**config.mk**
```make
export PLATFORM = sky130hd
export DESIGN_NAME = ternary_word_unit
export DESIGN_NICKNAME = d
export VERILOG_FILES = /design/src/rtl/ternary_word_unit.sv
export SDC_FILE = /design/constraint.sdc
export NUM_CORES = 1
export LEC_CHECK = 0
export ABC_CLOCK_PERIOD_IN_PS = 5700
export CAP_MARGIN = 20
export CORE_MARGIN = 4
export CORE_UTILIZATION = 50
export CTS_BUF_LIST = sky130_fd_sc_hd__clkbuf_4 sky130_fd_sc_hd__clkbuf_8
export CTS_CLUSTER_SIZE = 24
export DETAILED_ROUTE_END_ITERATION = 16
export HOLD_SLACK_MARGIN = 0.05
export PLACE_DENSITY = 0.75
export SETUP_SLACK_MARGIN = 0.15
export SLEW_MARGIN = 10
export SYNTH_ARGS = -nofsm -noshare
export SYNTH_HDL_FRONTEND = slang
export SYNTH_SLANG_ARGS = --single-unit
```
**constraint.sdc**
```tcl
create_clock -name clk -period 5.7 [get_ports clk]
set_clock_uncertainty 0.15 [all_clocks]
set_input_delay 1.71 -clock clk [delete_from_list [all_inputs] [get_ports clk]]
set_output_delay 1.71 -clock clk [all_outputs]
set_load 0.02 [all_outputs]
```
**src/rtl/ternary_word_unit.sv**
```systemverilog
// Trit-serial ternary word unit: MIN, MAX, ANY (saturating sum) or balanced-ternary ADD
// over TRITS-wide words, TPC trits per cycle, LSB chunk first, valid/ready on both sides.

module ternary_trit_cell (
    input  logic [1:0] op,
    input  logic [1:0] a,
    input  logic [1:0] b,
    input  logic [1:0] cin,
    output logic [1:0] r,
    output logic [1:0] cout,
    output logic       bad
);
    logic [1:0] ac, bc;
    logic [2:0] u2, u3;

    // Encodings are monotonic in trit value, so MIN/MAX compare encodings directly and the
    // offset sums u2/u3 are the true sums shifted by +2/+3.
    always_comb begin
        bad  = (a == 2'b11) || (b == 2'b11);
        ac   = (a == 2'b11) ? 2'b01 : a;
        bc   = (b == 2'b11) ? 2'b01 : b;
        u2   = 3'(ac) + 3'(bc);
        u3   = u2 + 3'(cin);
        r    = 2'b01;
        cout = 2'b01;
        case (op)
            2'b00: r = (ac < bc) ? ac : bc;
            2'b01: r = (ac > bc) ? ac : bc;
            2'b10: r = (u2 < 3'd2) ? 2'b00 : (u2 == 3'd2) ? 2'b01 : 2'b10;
            default: begin
                case (u3)
                    3'd0:    begin r = 2'b01; cout = 2'b00; end
                    3'd1:    begin r = 2'b10; cout = 2'b00; end
                    3'd2:    begin r = 2'b00; cout = 2'b01; end
                    3'd3:    begin r = 2'b01; cout = 2'b01; end
                    3'd4:    begin r = 2'b10; cout = 2'b01; end
                    3'd5:    begin r = 2'b00; cout = 2'b10; end
                    default: begin r = 2'b01; cout = 2'b10; end
                endcase
            end
        endcase
    end
endmodule

module ternary_word_unit #(
    parameter int TRITS = 8,
    parameter int TPC   = 1
) (
    input  logic               clk,
    input  logic               rst_n,
    input  logic               in_valid,
    output logic               in_ready,
    input  logic [1:0]         op,
    input  logic [2*TRITS-1:0] a,
    input  logic [2*TRITS-1:0] b,
    output logic               out_valid,
    input  logic               out_ready,
    output logic [2*TRITS-1:0] result,
    output logic [1:0]         carry,
    output logic               err
);
    localparam int NCH = TRITS / TPC;
    localparam int CW  = (NCH > 1) ? $clog2(NCH) : 1;
    localparam logic [1:0] IDLE = 2'd0, RUN = 2'd1, DONE = 2'd2;
    localparam logic [1:0] TZERO = 2'b01;

    if (TPC < 1 || (TRITS % TPC) != 0) begin : g_bad_cfg
        $error("ternary_word_unit: TRITS must be a multiple of TPC");
    end

    logic [1:0]           state;
    logic [CW-1:0]        cnt;
    logic [2*TRITS-1:0]   a_q, b_q;
    logic [1:0]           op_q, cry;
    logic [TPC-1:0][1:0]  ca, cb, cr;
    logic [TPC-1:0]       cbad;
    logic [1:0]           cc [TPC+1];
    int                   base;
    logic                 last;

    always_comb base = int'(cnt) * 2 * TPC;
    assign ca    = a_q[base +: 2*TPC];
    assign cb    = b_q[base +: 2*TPC];
    assign cc[0] = cry;
    assign last  = (cnt == CW'(NCH - 1));

    // Carry ripples through the chunk's cells; cc[TPC] is registered for the next chunk.
    for (genvar i = 0; i < TPC; i++) begin : g_cell
        ternary_trit_cell u_cell (
            .op  (op_q),
            .a   (ca[i]),
            .b   (cb[i]),
            .cin (cc[i]),
            .r   (cr[i]),
            .cout(cc[i+1]),
            .bad (cbad[i])
        );
    end

    assign in_ready  = rst_n && (state == IDLE);
    assign out_valid = (state == DONE);

    always_ff @(posedge clk or negedge rst_n) begin
        if (!rst_n) begin
            state  <= IDLE;
            cnt    <= '0;
            a_q    <= '0;
            b_q    <= '0;
            op_q   <= 2'b00;
            cry    <= TZERO;
            result <= {TRITS{TZERO}};
            carry  <= TZERO;
            err    <= 1'b0;
        end else begin
            case (state)
                IDLE: if (in_valid) begin
                    a_q   <= a;
                    b_q   <= b;
                    op_q  <= op;
                    cnt   <= '0;
                    err   <= 1'b0;
                    cry   <= TZERO;
                    state <= RUN;
                end
                RUN: begin
                    result[base +: 2*TPC] <= cr;
                    err <= err | (|cbad);
                    cry <= cc[TPC];
                    if (last) begin
                        carry <= cc[TPC];
                        cnt   <= '0;
                        state <= DONE;
                    end else begin
                        cnt <= cnt + CW'(1);
                    end
                end
                DONE: if (out_ready) state <= IDLE;
                default: state <= IDLE;
            endcase
        end
    end
endmodule

```
==> flow_metrics.py <==
metrics = {
    "yosys": {
        "synth_sequential_area_ratio_pct": 46.8,
        "synthesis.instances": 341,
        "synthDistinctLibCells": 47,
        "async_reset_ff_share_pct": 100,
        "post-synth-top-count-cell": "sky130_fd_sc_hd__nand2_1",
        "syn_area_mm2": 0.00323,
        "post_synth_edffs": 0,
        "yosysTopAreaCell": "sky130_fd_sc_hd__dfrtp_1",
        "synth.top_cell.area_share_pct": 38.7,
        "synth_top_cells_by_area": "sky130_fd_sc_hd__dfrtp_1 39%, sky130_fd_sc_hd__nand2_1 16%, sky130_fd_sc_hd__dfstp_2 8.1%, sky130_fd_sc_hd__ha_1 4.6%, sky130_fd_sc_hd__o31ai_1 4.2%",
        "synth_nets": 392,
        "syn_avg_cell_area_um2": 9.48,
        "warning_count_from_the_yosys_run": 0,
        "synth_commonest_cells": "136 x sky130_fd_sc_hd__nand2_1, 50 x sky130_fd_sc_hd__dfrtp_1, 18 x sky130_fd_sc_hd__o31ai_1",
        "yosys_most_used_dff": "sky130_fd_sc_hd__dfrtp_1",
        "synth-seq-cells": 60,
    },
    "worst_setup_path": {
        "worstReg2RegEnd": "result[10]",
        "rrSetupSlack_ps": 900,
        "path_delay_family": "adder cells",
        "timing.critical_path.to_type": "flip-flop",
        "critPathSlowestCell": "sky130_fd_sc_hd__dfrtp_1",
        "reg2reg_depth": 12,
        "most_frequent_cell_on_critical_path": "sky130_fd_sc_hd__ha_1",
        "crit_fanout": 17,
        "critPathLaunchType": "flip-flop",
        "timing.critical_path.cells": "mux4_2 -> mux2i_4 -> nand2_1 -> ha_1 -> ha_1 -> inv_1 -> fa_1 -> or4b_2 -> o21ai_0 -> a31oi_1 -> nand3_1 -> o31ai_1",
        "critPathBufInv": 1,
        "worst_path_largest_cell_delay_ps": 840,
        "criticalPathCategory": "reg -> reg",
        "crit-reg2reg-launch": "cnt[0]",
        "cp_data_required_time_ps": 5800,
        "worst_ep_arrival_time_ps": 4900,
    },
    "timing": {
        "setup_total_negative_slack_ps": 0,
        "report.final.hold_viol_count": 0,
        "timing.final.crit_share_pct": 84.2,
        "final_setup_violations": 0,
        "period_minus_slack_ps": 4800,
        "max_clock_freq_mhz": 208,
        "max-slew-margin-rel_pct": 49.3,
        "fin_worst_setup_slack_ps": 903,
        "unrepaired_setup_endpoints_after_global_routing": "no",
        "worst_pin_slew_ps": 760,
        "count_of_final_max_slew_check_failures": 0,
    },
    "drt": {
        "drc": 0,
        "vias": 2562,
        "drt_wl_total_mm": 7.11,
        "detailedRoute.firstIterationViolations": 82,
        "antenna_left": 0,
        "detail_route.first_pass.iterations": 4,
        "viasPerCell": 5.36,
        "detail_route.wl_per_cell_um": 14.9,
    },
    "clock_network": {
        "cts_hold_buf": 0,
        "postCtsSetupBuffers": 0,
        "worst_skew_pair.late_latency_ps": 340,
        "cts.repair.resized": 0,
        "tritoncts": "built",
        "clock_sink_count": 60,
        "clkSlewWorstSetupHoldPaths_ps": 70,
        "cts_buffer_depth": 2,
        "clock-root-buffer": "sky130_fd_sc_hd__clkbuf_8",
        "ctsHtreeMaxLevel": 3,
        "cts_made_buffers": 9,
    },
    "layout": {
        "fill_cells": 494,
        "layout-drive-gt1-share_pct": 12.2,
        "area_growth_syn_to_layout_pct": 25.3,
        "fin_nets": 447,
        "antenna-diode-count": 0,
    },
    "placement": {
        "globalplace.congestion": 0.875,
        "number_of_input_and_output_port_buffers_inserted": 58,
        "detailed_place_hpwl_mm": 5.08,
        "dpl_worst_slack_ps": 941,
    },
    "global_route": {
        "grt_max_degree": 61,
        "globalRouteOverflowTotal": 0,
        "grt_first_pass_wirelength_mm": 12.0,
        "globalRouteTotalUtil_pct": 20.0,
        "number_of_antenna_violations_at_the_first_check_in_global_routing": 0,
        "via_count_of_the_first_global_routing_pass": 2562,
    },
    "floorplanning": {
        "fp.dieArea_mm2": 0.00782,
        "floorplan.initialDensity_pct": 51.2,
        "dieHeight_um": 88.4,
        "floorplan_die_width_um": 88.4,
        "core_area_mm2": 0.00631,
        "pin_count": 59,
        "rows": 29,
    },
    "job": {
        "maxCapViolCount": 0,
    },
    "min_path": {
        "min-delay-path-class": "reg -> reg",
        "hold_end": "result[4]",
        "worstHoldStart": "result[4]",
        "timing.hold.worst_path_depth": 2,
    },
    "status": {
        "status": "finished clean",
    },
}
routing by layer:
layer / track usage [%] / part of all wire (%) / routed length [um] / vias to the layer above
met5: 0 / 0 / 0 / -
met1: 25.2 / 43 / 3070 / 1195
met2: 32.0 / 49 / 3450 / 84
li1: - / - / - / 1269
met3: 4.66 / 5.9 / 421 / 14
met4: 11.0 / 2.3 / 162 / 0
state kept, by name, summed over array words and instances, names as in the netlist, 2 cells and up:
register	count
a_q	16
b_q	16
carry	2
cnt	3
cry	2
op_q	2
result	16
state	2
worst max path at each step:
stage | start | to | slack [ps] | cells past startpoint
finish | cnt[0] | result[10] | 900 | 12
global route | cnt[0] | result[12] | 620 | 12
CTS | cnt[0] | result[10] | 910 | 12
detailed placement | cnt[0] | result[8] | 940 | 12
global placement | cnt[0] | result[0] | 1090 | 12
floorplan | cnt[0] | result[0] | 1500 | 15
cells by family (layout without fill, tap and decap cells):
family                   Yosys count  after routing  share of synthesized area (%)
AND/OR/NAND/NOR                  180            180                           23.3
adder cells (fa/ha/maj)           13             13                           5.26
AO/OA/AOI/OAI                     42             42                           10.4
multiplexers                      15             15                           9.09
XOR/XNOR                           2              2                           1.01
buffers and inverters             29             89                           4.14
flip-flops                        60             60                           46.8
layout by cell type, fill, tap and decap left out, types with 2 or more instances in the layout:
master	count
sky130_fd_sc_hd__nor4b_1	2
sky130_fd_sc_hd__o211a_1	2
sky130_fd_sc_hd__nor2_1	7
sky130_fd_sc_hd__dfrtp_1	50
sky130_fd_sc_hd__buf_4	2
sky130_fd_sc_hd__nand4_1	4
sky130_fd_sc_hd__mux2_4	2
sky130_fd_sc_hd__mux4_1	2
sky130_fd_sc_hd__nand2b_1	4
sky130_fd_sc_hd__ha_1	12
sky130_fd_sc_hd__mux4_2	6
sky130_fd_sc_hd__nand3_1	11
sky130_fd_sc_hd__mux2i_1	2
sky130_fd_sc_hd__o21ai_0	6
sky130_fd_sc_hd__clkdlybuf4s50_1	57
sky130_fd_sc_hd__clkbuf_4	2
sky130_fd_sc_hd__nor3_1	9
sky130_fd_sc_hd__o21ai_1	3
sky130_fd_sc_hd__clkinv_2	3
sky130_fd_sc_hd__clkbuf_8	9
sky130_fd_sc_hd__inv_1	11
sky130_fd_sc_hd__and2_1	2
sky130_fd_sc_hd__o31ai_1	18
sky130_fd_sc_hd__nand2_1	136
sky130_fd_sc_hd__a21oi_1	3
sky130_fd_sc_hd__dfstp_2	10
sky130_fd_sc_hd__mux2i_4	2
cell type report:
| type | count | area, um2 | share of cell area (%) |
|---|---|---|---|
| Inverter | 12 | 45.0 | 1.11 |
| Clock inverter | 5 | 52.6 | 1.30 |
| Sequential cell | 60 | 1510 | 37.4 |
| Clock buffer | 11 | 139 | 3.43 |
| Timing Repair Buffer | 61 | 618 | 15.3 |
| Multi-Input combinational cell | 252 | 1590 | 39.1 |
| Tap cell | 77 | 96.3 | 2.38 |
tightest hold or removal path: cells and delay by family, from the launching register on:
family	cells	cell delay, ps
compound gates	1	60
simple gates	1	50
flops	1	370
stage by stage:
step | area, um2 | hold slack (ps) | utilization (%) | instances
2_1_floorplan | 3230 | 287 | - | 341
3_3_place_gp | 3830 | 306 | 60.7 | 461
3_5_place_dp | 3860 | 309 | 61.1 | 462
4_1_cts | 4050 | 325 | 64.1 | 478
5_1_grt | 4050 | 340 | 64.1 | 478
6_report | 4050 | 324 | 64.1 | 478
Power is not shown: default switching activity piles up to over one toggle a cycle in this logic, so the estimate is an artifact.
